### src/rtl/coreabc_init_loader_if.sv
// Boot byte stream and CoreABC instruction-RAM init port, bundled for the loader.
// The slave side is the loader; the master side is the boot source and RAM observer.
interface coreabc_init_loader_if #(
  parameter int INITWIDTH = 7
);
  logic [7:0]           SRC_DATA;
  logic                 SRC_VALID;
  logic                 SRC_READY;
  logic [INITWIDTH-1:0] INITADDR;
  logic [8:0]           INITDATA;
  logic                 INITDATVAL;
  logic                 INITDONE;
  logic                 INITERR;

  modport master (
    output SRC_DATA, SRC_VALID,
    input  SRC_READY, INITADDR, INITDATA, INITDATVAL, INITDONE, INITERR
  );

  modport slave (
    input  SRC_DATA, SRC_VALID,
    output SRC_READY, INITADDR, INITDATA, INITDATVAL, INITDONE, INITERR
  );
endinterface

### src/rtl/coreabc_init_loader.sv
// Boot loader: parses a length-prefixed, checksummed byte image and writes the
// 9-bit words to consecutive CoreABC instruction-RAM addresses via the init port.
module coreabc_init_loader #(
  parameter int          INITWIDTH = 7,
  parameter int unsigned TIMEOUT   = 32'd65535
) (
  input  logic                 CLK,
  input  logic                 RESET,
  coreabc_init_loader_if.slave bus
);

  typedef enum logic [2:0] {
    IDLE   = 3'd0,
    S_CNTL = 3'd1,
    S_CNTH = 3'd2,
    S_DLO  = 3'd3,
    S_DHI  = 3'd4,
    S_CHK  = 3'd5,
    S_DONE = 3'd6,
    S_ERR  = 3'd7
  } state_t;

  localparam logic [16:0] MAX_WORDS  = 17'd1 << INITWIDTH;
  localparam logic [15:0] IDLE_LAST  = 16'(TIMEOUT - 32'd1);
  localparam bit          TIMEOUT_EN = (TIMEOUT != 32'd0);

  function automatic logic [7:0] chk_add(input logic [7:0] sum, input logic [7:0] b);
    return sum + b;
  endfunction

  state_t               state_r;
  logic [7:0]           sum_r;
  logic [7:0]           lo_r;
  logic [15:0]          num_r;
  logic [15:0]          word_cnt_r;
  logic [15:0]          idle_cnt_r;
  logic                 src_ready_r;
  logic [INITWIDTH-1:0] initaddr_r;
  logic [8:0]           initdata_r;
  logic                 initdatval_r;
  logic                 initdone_r;
  logic                 initerr_r;

  logic                 rx_s;
  logic                 accept_s;
  logic                 timeout_s;
  logic [15:0]          num_s;
  logic [15:0]          word_next_s;

  assign rx_s        = (state_r inside {S_CNTL, S_CNTH, S_DLO, S_DHI, S_CHK});
  assign accept_s    = bus.SRC_VALID & src_ready_r;
  assign timeout_s   = TIMEOUT_EN && rx_s && !bus.SRC_VALID && (idle_cnt_r == IDLE_LAST);
  assign num_s       = {bus.SRC_DATA, num_r[7:0]};
  assign word_next_s = word_cnt_r + 16'd1;

  // Image parser FSM together with its counters and every registered output
  always_ff @(posedge CLK) begin
    if (RESET) begin
      state_r      <= IDLE;
      sum_r        <= 8'd0;
      lo_r         <= 8'd0;
      num_r        <= 16'd0;
      word_cnt_r   <= 16'd0;
      idle_cnt_r   <= 16'd0;
      src_ready_r  <= 1'b0;
      initaddr_r   <= '0;
      initdata_r   <= 9'd0;
      initdatval_r <= 1'b0;
      initdone_r   <= 1'b0;
      initerr_r    <= 1'b0;
    end else begin
      initdatval_r <= 1'b0;
      // Address moves on only after the write it belongs to has been presented
      if (initdatval_r) begin
        initaddr_r <= initaddr_r + INITWIDTH'(1'b1);
      end
      if (!rx_s || accept_s) begin
        idle_cnt_r <= 16'd0;
      end else begin
        idle_cnt_r <= idle_cnt_r + 16'd1;
      end
      if (accept_s) begin
        sum_r <= chk_add(sum_r, bus.SRC_DATA);
      end

      if (timeout_s) begin
        state_r     <= S_ERR;
        src_ready_r <= 1'b0;
        initdone_r  <= 1'b1;
        initerr_r   <= 1'b1;
      end else begin
        case (state_r)
          IDLE: begin
            sum_r       <= 8'd0;
            word_cnt_r  <= 16'd0;
            src_ready_r <= 1'b1;
            state_r     <= S_CNTL;
          end
          S_CNTL: begin
            if (accept_s) begin
              num_r[7:0] <= bus.SRC_DATA;
              state_r    <= S_CNTH;
            end
          end
          S_CNTH: begin
            if (accept_s) begin
              num_r[15:8] <= bus.SRC_DATA;
              if (num_s == 16'd0) begin
                state_r <= S_CHK;
              end else if ({1'b0, num_s} > MAX_WORDS) begin
                state_r     <= S_ERR;
                src_ready_r <= 1'b0;
                initdone_r  <= 1'b1;
                initerr_r   <= 1'b1;
              end else begin
                state_r <= S_DLO;
              end
            end
          end
          S_DLO: begin
            if (accept_s) begin
              lo_r    <= bus.SRC_DATA;
              state_r <= S_DHI;
            end
          end
          S_DHI: begin
            if (accept_s) begin
              if (bus.SRC_DATA[7:1] != 7'd0) begin
                state_r     <= S_ERR;
                src_ready_r <= 1'b0;
                initdone_r  <= 1'b1;
                initerr_r   <= 1'b1;
              end else begin
                initdata_r   <= {bus.SRC_DATA[0], lo_r};
                initdatval_r <= 1'b1;
                word_cnt_r   <= word_next_s;
                state_r      <= (word_next_s == num_r) ? S_CHK : S_DLO;
              end
            end
          end
          S_CHK: begin
            if (accept_s) begin
              src_ready_r <= 1'b0;
              initdone_r  <= 1'b1;
              if (chk_add(sum_r, bus.SRC_DATA) == 8'd0) begin
                state_r <= S_DONE;
              end else begin
                state_r   <= S_ERR;
                initerr_r <= 1'b1;
              end
            end
          end
          default: begin
            state_r <= state_r;
          end
        endcase
      end
    end
  end

  assign bus.SRC_READY  = src_ready_r;
  assign bus.INITADDR   = initaddr_r;
  assign bus.INITDATA   = initdata_r;
  assign bus.INITDATVAL = initdatval_r;
  assign bus.INITDONE   = initdone_r;
  assign bus.INITERR    = initerr_r;

endmodule

### src/flat_wrapper.sv
// flat-port wrapper written by rule: the top's interface ports become plain ports
module coreabc_init_loader_flat 
#(
  parameter int          INITWIDTH = 7,
  parameter int unsigned TIMEOUT   = 32'd65535
)
  (CLK, RESET, bus_SRC_DATA, bus_SRC_VALID, bus_SRC_READY, bus_INITADDR, bus_INITDATA, bus_INITDATVAL, bus_INITDONE, bus_INITERR);
  coreabc_init_loader_if #(.INITWIDTH(INITWIDTH)) bus_i ();
  input  logic CLK;
  input  logic RESET;
  input wire logic [$bits(bus_i.SRC_DATA)-1:0] bus_SRC_DATA;
  input wire logic [$bits(bus_i.SRC_VALID)-1:0] bus_SRC_VALID;
  output wire logic [$bits(bus_i.SRC_READY)-1:0] bus_SRC_READY;
  output wire logic [$bits(bus_i.INITADDR)-1:0] bus_INITADDR;
  output wire logic [$bits(bus_i.INITDATA)-1:0] bus_INITDATA;
  output wire logic [$bits(bus_i.INITDATVAL)-1:0] bus_INITDATVAL;
  output wire logic [$bits(bus_i.INITDONE)-1:0] bus_INITDONE;
  output wire logic [$bits(bus_i.INITERR)-1:0] bus_INITERR;
  assign bus_i.SRC_DATA = bus_SRC_DATA;
  assign bus_i.SRC_VALID = bus_SRC_VALID;
  assign bus_SRC_READY = bus_i.SRC_READY;
  assign bus_INITADDR = bus_i.INITADDR;
  assign bus_INITDATA = bus_i.INITDATA;
  assign bus_INITDATVAL = bus_i.INITDATVAL;
  assign bus_INITDONE = bus_i.INITDONE;
  assign bus_INITERR = bus_i.INITERR;
  coreabc_init_loader #(.INITWIDTH(INITWIDTH), .TIMEOUT(TIMEOUT)) u_core (.CLK(CLK), .RESET(RESET), .bus(bus_i));
endmodule
### config.mk
export PLATFORM = sky130hd
export DESIGN_NAME = coreabc_init_loader_flat
export DESIGN_NICKNAME = d
export VERILOG_FILES = /design/src/rtl/coreabc_init_loader_if.sv /design/src/rtl/coreabc_init_loader.sv /design/src/flat_wrapper.sv
export SDC_FILE = /design/constraint.sdc
export NUM_CORES = 1
export LEC_CHECK = 0
export BUFFER_PORTS_ARGS = -buffer_cell sky130_fd_sc_hd__buf_4
export CORE_AREA = 2 2 87 89
export CTS_BUF_LIST = sky130_fd_sc_hd__clkbuf_4 sky130_fd_sc_hd__clkbuf_8
export DETAILED_ROUTE_END_ITERATION = 10
export DIE_AREA = 0 0 89 91
export PLACE_DENSITY = 0.81
export SLEW_MARGIN = 20
export SYNTH_ARGS = -nofsm -noshare
export SYNTH_HDL_FRONTEND = slang
export SYNTH_SLANG_ARGS = --single-unit
### constraint.sdc
create_clock -name CLK -period 2.35 [get_ports CLK]
set_input_delay 0.3525 -clock CLK [delete_from_list [all_inputs] [get_ports CLK]]
set_output_delay 0.3525 -clock CLK [all_outputs]
set_load 0.01 [all_outputs]
==> Word level (Yosys, flattened, before mapping) <==
Index checks and enable logic that the tools add are counted.
{ "totals": {"register_bits": 87, "input_bits": 11, "out_inout_bits": 20, "word_cells": 110} }
{ "op_classes": {"add_sub_neg": 4, "n_lt_le_gt_ge": 1, "eq_ne": 23, "muxes": 38, "n_bitwise": 5, "reduce_logical": 26} }
{ "op_table": {"columns": ["op", "n"], "rows": [
  ["$add A16 B1 Y16 const B", 2],
  ["$mux W16", 2],
  ["$pmux W16 S2", 1],
  ["$mux W3", 10],
  ["$mux W8", 3],
  ["$mux W1", 18],
  ["$pmux W3 S6", 1],
  ["$eq A16 B16 Y1", 1],
  ["$eq A16 B16 Y1 const B", 1],
  ["$gt A16 B8 Y1 const B", 1],
  ["$logic_not A16 Y1", 1],
  ["$ne A3 B1 Y1 const B", 5],
  ["$reduce_and A7 Y1", 2],
  ["$reduce_bool A7 Y1", 2],
  ["$ne A3 B2 Y1 const B", 4],
  ["$reduce_and A3 Y1", 3],
  ["$add A8 B8 Y8", 1],
  ["$logic_not A8 Y1", 1],
  ["$ne A2 B2 Y1 const B", 4],
  ["$reduce_and A4 Y1", 2],
  ["$reduce_and A8 Y1", 1],
  ["$reduce_bool A4 Y1", 2],
  ["$add A7 B1 Y7 const B", 1],
  ["$eq A3 B2 Y1 const B", 2],
  ["16 further kinds", 26]
]} }

==> Logic depth before layout (Yosys ltp) <==
Gate-level depths: netlist (run 1).
{ "logic_depth": {"ltp_word": 7, "depth_mapped": 9, "ltp_nobuf": 9} }

==> Worst setup path after synthesis (run 1) <==
OpenSTA, ideal clock, no wires.
{ "synth_path": {"path_type": "input to register", "from": "input port bus_SRC_DATA[1]", "to": "register u_core.initerr_r, in the netlist u_core.bus.INITERR", "setup_ns": 0.153, "arrival_ns": 1.959, "t_required_ns": 2.197, "path_slack_ns": 0.238, "cell_stages": 7, "n_path_buf": 0, "path_cell_list": "ha_1 > a21o_1 > a21oi_1 > o211a_1 > or3_1 > a2111oi_0 > a311oi_1"} }
{ "synth_via": {"elab_chain_cells": 4, "word_cells_on_any_way": 10, "classes_between": "1 x add/sub; 1 x order compare; 4 x eq/ne; 4 x reduce/logical"} }
{ "synth_rtl": {"columns": ["item", "line", "text"], "rows": [
  ["from (decl)", "flat_wrapper.sv:11", "input wire logic [$bits(bus_i.SRC_DATA)-1:0] bus_SRC_DATA;"],
  ["$add A8 B8 Y8", "coreabc_init_loader.sv:28", "return sum + b;"],
  ["$logic_not A8 Y1", "coreabc_init_loader.sv:145", "if (chk_add(sum_r, bus.SRC_DATA) == 8'd0) begin"],
  ["$ne A3 B2 Y1 (no line)", null, null],
  ["$reduce_and A8 Y1 (no line) *", null, null],
  ["to (signal assigned)", "coreabc_init_loader.sv:70", "initerr_r <= 1'b0;"],
  ["to (signal assigned)", "coreabc_init_loader.sv:132", "initerr_r <= 1'b1;"],
  ["to (signal assigned)", "coreabc_init_loader.sv:149", "initerr_r <= 1'b1;"],
  ["to (decl)", "coreabc_init_loader.sv:42", "logic initerr_r;"]
]} }
Every way passes the cells marked *; elsewhere a longest branch is shown, timed or not.
A chain may end at the register's enable or synchronous reset.

==> Worst setup path after layout (run 1) <==
{ "layout_path": {"from": "register u_core.word_cnt_r[3]", "to": "register u_core.state_r[2]"} }
{ "layout_via": {"elab_chain_cells": 7} }
{ "layout_rtl": {"columns": ["item", "line", "text"], "rows": [
  ["from (decl)", "coreabc_init_loader.sv:35", "logic [15:0] word_cnt_r;"],
  ["from (signal assigned)", "coreabc_init_loader.sv:136", "word_cnt_r <= word_next_s;"],
  ["$add A16 B1 Y16", "coreabc_init_loader.sv:54", "assign word_next_s = word_cnt_r + 16'd1;"],
  ["$eq A16 B16 Y1", "coreabc_init_loader.sv:137", "state_r <= (word_next_s == num_r) ? S_CHK : S_DLO;"],
  ["$mux W3", "coreabc_init_loader.sv:137", null],
  ["$mux W3", "coreabc_init_loader.sv:128", "if (bus.SRC_DATA[7:1] != 7'd0) begin"],
  ["$mux W3", "coreabc_init_loader.sv:127", "if (accept_s) begin"],
  ["$pmux W3 S6", "coreabc_init_loader.sv:92", "case (state_r)"],
  ["$mux W3", "coreabc_init_loader.sv:86", "if (timeout_s) begin"],
  ["to (signal assigned)", "coreabc_init_loader.sv:137", null],
  ["to (signal assigned)", "coreabc_init_loader.sv:154", "state_r <= state_r;"],
  ["to (decl)", "coreabc_init_loader.sv:31", "state_t state_r;"]
]} }
Every way passes these cells. The select of a mux whose other input is x is not followed.

==> flow_summary.yaml, run 1 <==
setup_path:
  end_kind: "register"
  cp-startpoint: "u_core.word_cnt_r[3]"
  r2r_end: "u_core.state_r[2]"
  cp.required_ns: 2.63
  r2r_start: "u_core.word_cnt_r[3]"
  cp-start-kind: "register"
  cp.arrival_ns: 2.48
  reg2reg_slack_ns: 0.15
  crit_type: "reg -> reg"
  ff2ff_path_depth: 6
  crit_fanout: 8
floorplanning:
  die_w_um: 89
  die_y_um: 91
  fp-row-count: 31
  die_area_mm2: 0.00810
  fp.coreArea_mm2: 0.00714
  io_pins: 31
  start_util_pct: 62.2
layout:
  fillers: 594
  drive_gt1_share_pct: 14.3
  multi_input_area_mm2: 0.00257
  diodes: 0
  final_cell_area_mm2: 0.00508
  regArea_mm2: 0.00174
  nNetsFinal: 599
  syn_to_final_growth_pct: 14.5
timing:
  fin_crit_sh_pct: 93.6
  clock_skew_ns: 0.0107
  hold_viol: 0
  setup_viol: 0
  hold_ws_ns: 0.275
  worstMarginPinSlew_ns: 0.643
  slew_headroom_pct: 57.2
  tns_ns: 0
  fmax_ghz: 0.455
  drv_slew: 0
  layout_min_cycle_time_ns: 2.20
  rsz0062_at_grt: "no"
synthesis:
  synth_nets: 556
  synthFlopType: "dfxtp_1"
  post_synth_num_cell_types: 55
  yosysSeqAreaShare_pct: 39.2
  synth_area_per_cell_um2: 8.33
  synth_area_mm2: 0.00444
  syn_inst: 533
  synth-edff-count: 0
  ys_seq_elements: 87
  yosysWarnings: 0
  ys_async_sr_fraction_pct: 0
drt:
  ant_nets: 0
  drc: 0
  route.met2.wl_um: 5210
  wl_met1_um: 4650
  drtPass1Iterations: 4
  vias_per_cell: 5.81
  routedWlPerCell_um: 15.4
  met3_length_um: 392
  first_iter_violations: 284
  wirelength_um: 10500
  via_count: 3953
  highest_layer: "met4"
clock_network:
  clockRootBuffer: "clkbuf_8"
  cts_buffers: 9
  clkTransAtPathRegs_ns: 0.10
  htree_levels: 3
  cts_sinks: 87
  cts_hold_buf: 0
  cts_tree: "yes"
  cts_setup_buffers: 0
  cts_max_path_buffers: 2
  insertion_delay_ns: 0.37
grt:
  grt_max_degree: 64
  grt_pass1_wl_um: 17600
  grt-ovfl-total: 0
  grt_usage_pct: 27.6
  antenna_found_initial: 0
  grt_pass1_vias: 3739
min_path:
  holdPathEnd: "u_core.num_r[10]"
  hp-class: "in -> reg"
  hold_depth: 3
  hp-start: "bus_SRC_DATA[2]"
place:
  dp_hpwl_um: 7480
  gp_congestion: 0.906
  placement.cell_area_mm2: 0.00487
  io_buffer_count: 30
power:
  p_leak_uw: 0.00191
  irDropWorstVdd_mv: 0.540
  totalPowerFinal_uw: 2810
  powerDensity_mw_per_mm2: 553
run:
  max_cap_violations: 0
outcome:
  outcome: "finished clean"
[power by group]
part | switching [µW] | total [µW] | internal [µW]
Combinational | 159 | 254 | 94.4
Clock | 626 | 1050 | 420
Sequential | 21.3 | 1510 | 1490
Total | 807 | 2810 | 2010
[cell families (layout without fill, tap and decap cells)]
logic type	Yosys count	after routing	synth area share (%)
muxes	25	25	5.64
buffers and inverters	34	82	3.16
and+or+nand+nor	230	230	26.5
DFF	87	87	39.2
adders and majority gates	13	13	3.78
xor gates and xnor gates	41	41	8.09
AOI/OAI and AO/OA	103	103	13.7
[metrics by stage]
stage	worst slack [ns]	utilization (%)	instances
CTS	0.0699	71.1	680
global route	0.0142	71.2	680
finish	0.150	71.2	680
detailed placement	-0.0892	68.3	664
global placement	-0.00985	68.3	664
floorplan	0.238	-	533
[sequential cells by signal (all words and copies together) (netlist names)]
signal,count
u_core.num_r,16
u_core.bus.INITERR,1
u_core.bus.SRC_READY,1
u_core.bus.INITDATVAL,1
u_core.sum_r,8
u_core.idle_cnt_r,16
u_core.bus.INITADDR,7
u_core.word_cnt_r,16
u_core.bus.INITDONE,1
u_core.bus.INITDATA,9
u_core.lo_r,8
u_core.state_r,3
[synthesized netlist by cell type (5+ instances only)]
| cell | n | area (µm²) |
|---|---|---|
| a21oi_1 | 49 | 245 |
| and2_1 | 6 | 37.5 |
| and3_1 | 9 | 56.3 |
| and4_1 | 5 | 43.8 |
| buf_2 | 6 | 30.0 |
| clkbuf_1 | 14 | 52.6 |
| dfxtp_1 | 87 | 1740 |
| ha_1 | 11 | 138 |
| inv_1 | 12 | 45.0 |
| mux2i_1 | 25 | 250 |
| nand2_1 | 46 | 173 |
| nand3_1 | 14 | 70.1 |
| nand3b_1 | 7 | 52.6 |
| nand4_1 | 10 | 62.6 |
| nor2_1 | 80 | 300 |
| nor2b_1 | 5 | 31.3 |
| nor3_1 | 14 | 70.1 |
| o21ai_0 | 21 | 105 |
| or3_1 | 11 | 68.8 |
| xnor2_1 | 21 | 184 |
| xor2_1 | 20 | 175 |
[worst max path at each step]
stage / end / cells past startpoint
2_1_floorplan: u_core.bus.INITERR / 7
3_3_place_gp: u_core.bus.INITERR / 8
3_5_place_dp: u_core.bus.INITERR / 8
4_1_cts: u_core.bus.INITERR / 7
5_1_grt: u_core.state_r[2] / 6
6_report: u_core.state_r[2] / 6
[cell usage in the layout (no fill, tap or decap), types with 2 or more instances in the layout]
cell type  instances
inv_8              3
a21oi_1           49
xnor2_1           21
clkbuf_8           9
o21ai_0           21
o31ai_1            3
nand2_1           46
and3_1             8
nand3_2            2
a31oi_1            4
nor3b_1            2
nor4_1             2
o21a_1             4
inv_1             12
ha_1              11
mux2i_1           25
nand4b_1           4
buf_4             54
or3_1             11
a211oi_1           4
nor2b_1            5
and4_1             5
a41oi_1            2
nand2b_1           2
nand3b_1           7
or4_1              3
and2_1             6
nand4_1           10
nand3_1           14
nor3_4             2
dfxtp_1           85
nor3_1            14
a21o_1             3
o2111ai_1          3
dfxtp_2            2
xor2_1            20
nor2_1            80
[critical path, stage by stage (launching register included)]
cell	delay (ns)
dfxtp_1	0.47
and4_1	0.32
nand3_2	0.13
or4b_1	0.53
a22oi_1	0.17
nand4_1	0.20
a211oi_1	0.28
[cell type report]
class,count,area share [%]
flip-flops and latches,87,34.3
clock buffers,9,2.44
clock inverters,7,1.48
multi-input cells,412,50.5
repair buffers,54,7.97
well taps,99,2.44
inverters,12,0.886
[timing repair]
item	CTS	global route
resized for setup	0	5
hold endpoints to repair	0	0
setup endpoints to repair	0	4
[metal layers]
layer	track usage (%)	up-vias
li1	-	1966
met1	36.4	1886
met2	44.8	82
met3	4.73	19
met4	10.3	0
met5	0	-
Note: power is estimated with default switching activity, not from simulation.
==> inputs of run 2 (changes only) <==
--- a/config.mk
+++ b/config.mk
@@ -6,10 +6,11 @@
 export NUM_CORES = 1
 export LEC_CHECK = 0
 export BUFFER_PORTS_ARGS = -buffer_cell sky130_fd_sc_hd__buf_4
-export CORE_AREA = 2 2 87 89
+export CORE_AREA = 4 4 89 91
 export CTS_BUF_LIST = sky130_fd_sc_hd__clkbuf_4 sky130_fd_sc_hd__clkbuf_8
+export CTS_CLUSTER_DIAMETER = 150
 export DETAILED_ROUTE_END_ITERATION = 10
-export DIE_AREA = 0 0 89 91
+export DIE_AREA = 0 0 93 95
 export PLACE_DENSITY = 0.81
 export SLEW_MARGIN = 20
 export SYNTH_ARGS = -nofsm -noshare
==> run 2 against run 1 <==
- first-iteration DRC count is 19% higher
- hold slack improved by 0.020 ns
- combinational power is 4% higher
- total power up 3.7%
- clock-buffer cell count increased by 1
- cell area grew 0.89%
- die area grew 9.1%
- critical path depth up 2
- non-clock buffer count is 4 higher
- largest power group unchanged
==> flow_summary.yaml, run 2 (synthesis gave the netlist of run 1 again) <==
outcome:
  outcome: "finished clean"
clock_network:
  htree_levels: 3
  insertion_delay_ns: 0.36
  cts_setup_buffers: 0
  cts_tree: "yes"
  cts_sinks: 87
  clockRootBuffer: "clkbuf_8"
  clkTransAtPathRegs_ns: 0.08
  cts_max_path_buffers: 2
  cts_buffers: 9
  cts_hold_buf: 0
  cts_resized: 0
power:
  powerDensity_mw_per_mm2: 569
  irDropWorstVdd_mv: 0.371
  p_leak_uw: 0.00194
  totalPowerFinal_uw: 2920
layout:
  drive_gt1_share_pct: 14.7
  finalNonFillerCells: 683
  final_common_cell: "dfxtp_1"
  nNetsFinal: 603
  regArea_mm2: 0.00174
  top_regs: "u_core.idle_cnt_r x16, u_core.num_r x16, u_core.word_cnt_r x16"
  diodes: 0
  multi_input_area_mm2: 0.00257
  syn_to_final_growth_pct: 15.5
  layout_common_cells: "dfxtp_1, nor2_1, buf_4"
  fillers: 583
place:
  dp_hpwl_um: 7530
  placed_cells: 668
  post-place-ws_ns: -0.0397
  io_buffer_count: 30
  gp_congestion: 0.879
run:
  max_cap_violations: 0
timing:
  clock_skew_ns: 0.00988
  slew_headroom_pct: 58.2
  rsz0062_at_grt: "no"
  drv_slew: 0
  setup_viol: 0
  worstMarginPinSlew_ns: 0.622
  fin_crit_sh_pct: 95.0
  hold_viol: 0
  fmax_ghz: 0.448
  layout_min_cycle_time_ns: 2.23
  setup_slack_ns: 0.118
drt:
  drc: 0
  drtPass1Iterations: 5
  vias_per_cell: 5.92
  wirelength_um: 10800
  ant_nets: 0
  via_count: 4043
  routedWlPerCell_um: 15.8
  first_iter_violations: 337
grt:
  grt_pass1_vias: 3826
  grt_max_degree: 64
  grt_usage_pct: 25.4
  antenna_found_initial: 0
  grt-ovfl-total: 0
  grt_pass1_wl_um: 18000
floorplanning:
  fp.coreArea_mm2: 0.00714
  io_pins: 31
  start_util_pct: 62.2
  fp-row-count: 31
  die_y_um: 95
  die_w_um: 93
  die_area_mm2: 0.00884
min_path:
  hp-class: "in -> reg"
setup_path:
  end_kind: "register"
  crit_fanout: 7
  cp.arrival_ns: 2.48
  cp.required_ns: 2.60
  cp-start-kind: "register"
  crit_type: "reg -> reg"
==> run 2: changes by cell type in the layout (fill, tap and decap cells not counted), moves of 2 or more <==
cell       previous run  this run
inv_8                 3         0
dfxtp_2               2         0
bufinv_16             0         2
dfxtp_1              85        87
buf_4                54        58
==> run 2: where the power goes <==
| part | total (µW) | internal [µW] | leakage (µW) | switching [µW] |
|---|---|---|---|---|
| logic | 264 | 97.8 | 0.00113 | 166 |
| clock network | 1140 | 609 | 0.000110 | 532 |
| registers | 1510 | 1490 | 0.000702 | 19.4 |
| total | 2920 | 2200 | 0.00194 | 718 |
==> run 2: layer usage <==
metal | GRT usage (%) | vias up | part of all wire (%)
met5 | 0 | - | 0
met4 | 7.69 | 0 | 2.1
met3 | 4.62 | 25 | 7.0
met2 | 43.7 | 156 | 48
met1 | 32.5 | 1879 | 42
li1 | - | 1983 | -
==> run 2: worst paths after layout <==
check | endpoint | startpoint | slack (ns) | depth (start not counted)
hold / removal | u_core.num_r[2] | bus_SRC_DATA[2] | 0.29 | 3
setup / recovery | u_core.state_r[1] | u_core.word_cnt_r[0] | 0.12 | 8
hold reg to reg | u_core.bus.INITDATA[4] | u_core.bus.INITDATA[4] | 0.46 | 2
setup reg to reg | u_core.state_r[1] | u_core.word_cnt_r[0] | 0.12 | 8
==> run 2: final cells by class <==
cell class                 count  area share [%]
tap                           99            2.42
clock buffer                  10            2.56
clock inverter                 5            1.61
inverter                      12           0.878
sequential                    87            34.0
timing repair buffer          58            8.49
multi-input combinational    412            50.1
==> run 2: worst max-delay path, stage by stage (launching register included) <==
cell and delay (ns):
dfxtp_1 0.46, ha_1 0.21, buf_4 0.13, nor3b_1 0.21
o21a_1 0.17, o31ai_1 0.09, nor4_1 0.35, nand4_1 0.27
o21a_1 0.24
==> run 2: stage by stage <==
stage                     TNS [ns]  hold slack [ns]  cell area, µm²  utilization [%]
after floorplan                  0            0.431            4440                -
after global placement           0            0.442            4900             68.7
after detailed placement   -0.0539            0.448            4900             68.7
after CTS                        0            0.283            5120             71.7
after global routing             0            0.311            5130             71.9
final                            0            0.295            5130             71.9
